## config.mk

```make
export PLATFORM = sky130hd
export DESIGN_NAME = servo_ramp
export DESIGN_NICKNAME = d
export VERILOG_FILES = /design/src/rtl/servo_pkg.sv /design/src/rtl/step_tick.sv /design/src/rtl/servo_ramp.sv
export SDC_FILE = /design/constraint.sdc
export NUM_CORES = 1
export LEC_CHECK = 0
export CORE_MARGIN = 8
export CORE_UTILIZATION = 50
export CTS_BUF_LIST = sky130_fd_sc_hd__clkbuf_4 sky130_fd_sc_hd__clkbuf_8
export CTS_CLUSTER_SIZE = 28
export DETAILED_ROUTE_END_ITERATION = 10
export HOLD_SLACK_MARGIN = 0.06
export PLACE_DENSITY = 0.69
export SYNTH_ARGS = -nofsm -noshare
export SYNTH_HDL_FRONTEND = slang
export SYNTH_SLANG_ARGS = --single-unit
```

## constraint.sdc

```tcl
create_clock -name clk -period 8.45 [get_ports clk]
set_input_delay 1.2675 -clock clk [delete_from_list [all_inputs] [get_ports clk]]
set_output_delay 1.2675 -clock clk [all_outputs]
set_load 0.02 [all_outputs]
```

## src/rtl/servo_pkg.sv

```systemverilog
// Shared servo definitions: motion states and joint defaults.
// Also consumed by the PWM stage for period and range.
package servo_pkg;

  typedef enum logic [1:0] {
    IDLE,
    MOVING,
    HOLD
  } servo_state_e;

  localparam int DEF_STEP_CYCLES = 1_000_000;
  localparam int DEF_MAX_POS     = 85;
  localparam int DEF_HOME_POS    = 25;

  function automatic logic [15:0] clamp_pos(
    input logic [15:0] pos,
    input logic [15:0] max_pos
  );
    return (pos > max_pos) ? max_pos : pos;
  endfunction

endpackage

```

## src/rtl/step_tick.sv

```systemverilog
// Free-running tick generator: one-cycle pulse every CYCLES clocks.
// Shared by the arm joints; commands never restart it.
module step_tick #(
  parameter int CYCLES = 4
) (
  input  logic clk,
  input  logic rst,
  output logic tick
);

  localparam int CW = (CYCLES > 1) ? $clog2(CYCLES) : 1;
  localparam logic [CW-1:0] LAST = CW'(CYCLES - 1);

  logic [CW-1:0] cnt_q;

  assign tick = (cnt_q == LAST);

  always_ff @(posedge clk or posedge rst) begin
    if (rst) begin
      cnt_q <= '0;
    end else if (tick) begin
      cnt_q <= '0;
    end else begin
      cnt_q <= cnt_q + 1'b1;
    end
  end

endmodule

```

## src/rtl/servo_ramp.sv

```systemverilog
// Motion shaper: slews data toward an accepted target one bounded
// step per tick, then holds position before releasing the PWM enable.
module servo_ramp
  import servo_pkg::*;
#(
  parameter int STEP_CYCLES = DEF_STEP_CYCLES,
  parameter int STEP        = 1,
  parameter int MAX_POS     = DEF_MAX_POS,
  parameter int HOME_POS    = DEF_HOME_POS,
  parameter int HOLD_TICKS  = 50
) (
  input  logic        clk,
  input  logic        rst,
  input  logic        cmd_valid,
  input  logic [15:0] cmd_pos,
  output logic        cmd_ready,
  output logic        en,
  output logic [15:0] data,
  output logic        busy,
  output logic        at_target
);

  localparam logic [15:0] MAX_W  = 16'(MAX_POS);
  localparam logic [15:0] HOME_W = 16'(HOME_POS);
  localparam logic [16:0] STEP_W = 17'(STEP);
  localparam logic [15:0] HOLD_W = 16'(HOLD_TICKS);
  localparam bit          HOLD_FOREVER = (HOLD_TICKS == 0);

  servo_state_e state_q, state_d;
  logic [15:0]  data_q, data_d;
  logic [15:0]  target_q, target_d;
  logic [15:0]  hold_q, hold_d;
  logic         en_q, ready_q;

  logic        tick;
  logic        accept;
  logic [15:0] clamped;
  logic [16:0] diff;
  logic [16:0] mag;
  logic [16:0] step;
  logic [15:0] stepped;
  logic [15:0] hold_inc;

  step_tick #(
    .CYCLES(STEP_CYCLES)
  ) u_tick (
    .clk (clk),
    .rst (rst),
    .tick(tick)
  );

  assign accept  = cmd_valid & ready_q;
  assign clamped = clamp_pos(cmd_pos, MAX_W);

  // 17-bit signed difference keeps the step direction exact at the rails
  assign diff = {1'b0, target_q} - {1'b0, data_q};
  assign mag  = diff[16] ? (~diff + 17'd1) : diff;
  assign step = (mag > STEP_W) ? STEP_W : mag;

  always_comb begin
    stepped = data_q;
    unique case (1'b1)
      diff[16]:  stepped = data_q - step[15:0];
      !diff[16]: stepped = data_q + step[15:0];
    endcase
  end

  assign hold_inc = hold_q + 16'd1;

  always_comb begin
    state_d  = state_q;
    data_d   = data_q;
    target_d = target_q;
    hold_d   = hold_q;
    unique case (state_q)
      IDLE: begin
        if (accept) begin
          target_d = clamped;
          hold_d   = '0;
          state_d  = (clamped == data_q) ? HOLD : MOVING;
        end
      end
      MOVING: begin
        if (tick) begin
          data_d = stepped;
          if (stepped == target_q) begin
            state_d = HOLD;
            hold_d  = '0;
          end
        end
      end
      HOLD: begin
        // an accept on a tick edge wins; that tick is not counted
        if (accept) begin
          target_d = clamped;
          hold_d   = '0;
          if (clamped != data_q) begin
            state_d = MOVING;
          end
        end else if (tick && !HOLD_FOREVER) begin
          hold_d = hold_inc;
          if (hold_inc == HOLD_W) begin
            state_d = IDLE;
          end
        end
      end
      default: begin
        state_d = IDLE;
      end
    endcase
  end

  always_ff @(posedge clk or posedge rst) begin
    if (rst) begin
      state_q  <= IDLE;
      data_q   <= HOME_W;
      target_q <= HOME_W;
      hold_q   <= '0;
      en_q     <= 1'b0;
      ready_q  <= 1'b1;
    end else begin
      state_q  <= state_d;
      data_q   <= data_d;
      target_q <= target_d;
      hold_q   <= hold_d;
      en_q     <= (state_d != IDLE);
      ready_q  <= (state_d != MOVING);
    end
  end

  assign cmd_ready = ready_q;
  assign en        = en_q;
  assign data      = data_q;
  assign busy      = (state_q == MOVING);
  assign at_target = (data_q == target_q);

endmodule

```

==> run summary <==
Final Routed Wirelength = 17,200 um
Remaining DRCs = 0
Routed vias = 6,053
Gr ovfl total = 0
Slowest stage delay, CP = 0.72 ns
Worst setup path class = flip-flop to flip-flop
Vias per cell = 6.12
Leak Pwr = 3.09 nW
CP max-delay cell = or4_1
Most numerous cell in the Yosys netlist = nand2_1
Post-synthesis sequential area ratio = 0.278
Synth top area share = 0.250
Logic pwr share = 0.150
H-tree depth = 3
CTS clk-pin slew, worst paths = 0.09 ns
Clock Sink Count = 72
Routed Antenna Nets = 0
Yosys top cell by area = dfrtp_1
CP Data Required Time = 8.71 ns
Top post-synthesis cells by area = dfrtp_1 (25%), ha_1 (6.9%), nand2_1 (4.6%)
Max FO, Critical Path = 17
Hold Path Origin = u_tick.cnt_q[4]
Avg WL per Cell = 17.4 um
Die H = 130 um
Final Instance Count excl. Fillers = 989
Max Cap Viol = 0
Top_reg_cell synth = dfrtp_1
Storage cell area = 1810 um^2
IO Port Bufs = 38
Yosys reg bits = 72
Pre-antenna DRT Iters = 7
Fin crit share = 0.948
Final Wtd Congestion = 0.906
Final Max Tran Viols = 0
CP Buf/Inv Count = 2
Sw frac = 0.310
Cell Area, Synth = 6510 um^2
Crit path max-delay family = simple AND/OR/NAND/NOR gates
FILL cells = 1,193
Most frequent cells after synthesis = nand2_1 (80), nor2_1 (70), dfrtp_1 (65)
Ant. Diodes = 0
Worst endpoint data arrival time = 8.27 ns
Int Pwr = 512 uW
Starting Density = 0.514
Total track usage = 0.212
Die X = 130 um
Post-CTS Setup Inserts = 0
Synth Area per Inst = 8.25 um^2
Root Driver = clkbuf_8
Setup TNS = 0 ns
CP endpoint kind = flip-flop
Largest net degree at the start of global routing = 73
NumNets Final = 869
Multi-input gate area = 4460 um^2
IO Count = 39
Synth Instances = 789
Post-synth EDFFs = 0
CTS max path bufs = 2
Final hold vios = 0
Least-Margin Pin Slew = 1.05 ns
FP Rows = 41
Clk_skew = 0.0126 ns
Setup-failing EPs final = 0
Syn Nets = 846
Total CTS buffers = 9
Area growth from synthesis to layout = 10.4%
First-pass GRT wire length = 28,800 um
Clock Power Share = 0.350
Headroom to the max-slew limit = 0.301
Worst Setup Start Kind = flip-flop
Distinct cells, synth = 84
Vias in the first global route = 5,759
Clk Latency, worst-skew pair = 0.38 ns
Antenna violations before repair = 0
Fmax = 125 MHz
Share of cells above drive strength 1 = 0.0832
First DRT Iteration DRCs = 481
Worst Hold Class = flip-flop to flip-flop
Core area = 12,700 um^2
Synth warnings = 0
Die area = 16,900 um^2
Net Sw Power = 231 uW
DP Wirelength = 12,900 um
Total power = 743 uW
Crit path time final = 8.01 ns
VDD IR max = 0.101 mV
CTS tree = built
Seq pwr share = 0.500
CP startpoint = target_q[0]
Unrepaired setup endpoints after global routing = no
Inst Count DP = 973
Core Util, Final = 0.567
Post-synth ARST share = 1.00
PD cells = 103 nW/um^2
Run status = complete, no violations
Reg2reg start = target_q[0]
[repair_timing]
action                                  CTS  global route
resized for setup                         0             3
endpoints found under the setup margin    0            17
hold buffers                              0             0
[metal layers]
layer / track usage / wire, um
met1: 0.297 / 8330
met2: 0.318 / 7610
met3: 0.0420 / 995
met4: 0.0717 / 298
met5: 0 / 0
[state kept, by name, summed over array words and instances, names as in the netlist]
name and cells:
u_tick.cnt_q 20, data 16, hold_q 16, target_q 16, state_q 2, cmd_ready 1
en 1
[cell type report]
cell class / instances / area share
multi-input cells: 657 / 0.620
flip-flops and latches: 72 / 0.252
repair buffers: 43 / 0.0582
well taps: 172 / 0.0299
clock buffers: 10 / 0.0183
inverters: 29 / 0.0151
clock inverters: 6 / 0.00644
[final timing paths]
| kind | end | slack [ns] | cells after the start |
|---|---|---|---|
| max | hold_q[13] | 0.44 | 27 |
| min | u_tick.cnt_q[4] | 0.48 | 1 |
| max reg2reg | hold_q[13] | 0.44 | 27 |
| min reg2reg | u_tick.cnt_q[4] | 0.48 | 1 |
| max in group asynchronous | u_tick.cnt_q[12] | 6.35 | 3 |
| min in group asynchronous | data[8] | 1.49 | 3 |
[cell usage in the layout, fill, tap and decap left out, drive strengths merged, types with 5 or more instances in the layout]
master         count
nand2             80
nor2              71
dfrtp             65
a21oi             50
o21ai             47
clkdlybuf4s50     38
ha                36
nand3             34
xor2              32
xnor2             30
nor3              29
inv               29
nand2b            17
and2              15
and3              14
a21o              13
a211oi            13
a31oi             12
o21a              12
o31ai             12
nor4              12
clkbuf            10
nor2b              9
nand4              7
dfstp              7
mux2i              6
o211ai             6
or2                6
o22ai              6
o21bai             5
nor3b              5
buf                5
nor4b              5
[metrics by stage]
step / hold WS [ns] / area, um^2 / setup slack, ns
finish: 0.478 / 7190 / 0.438
global route: 0.489 / 7190 / 0.0362
CTS: 0.484 / 7180 / 0.354
detailed placement: 0.471 / 7000 / 0.382
global placement: 0.458 / 7000 / 0.858
floorplan: 0.439 / 6510 / 1.34
[cell families (layout without fill, tap and decap cells)]
family,Yosys count,after routing,synth area share
buffers and inverters,60,88,0.0384
AO/OA/AOI/OAI,219,219,0.234
other,1,1,0.000576
XOR/XNOR,67,67,0.104
flip-flops,72,72,0.278
multiplexers,10,10,0.0161
AND/OR/NAND/NOR,322,322,0.253
adder cells (fa/ha/maj),38,38,0.0754
[power by group through the flow]
stage	sequential (mW)	clock, mW	combinational (mW)
4_1_cts	0.370	0.268	0.111
2_1_floorplan	0.376	0	0.0719
5_1_grt	0.373	0.282	0.123
3_3_place_gp	0.376	0	0.109
3_5_place_dp	0.377	0	0.111
6_report	0.371	0.260	0.112
No activity file was read; power rests on OpenSTA's default activity.
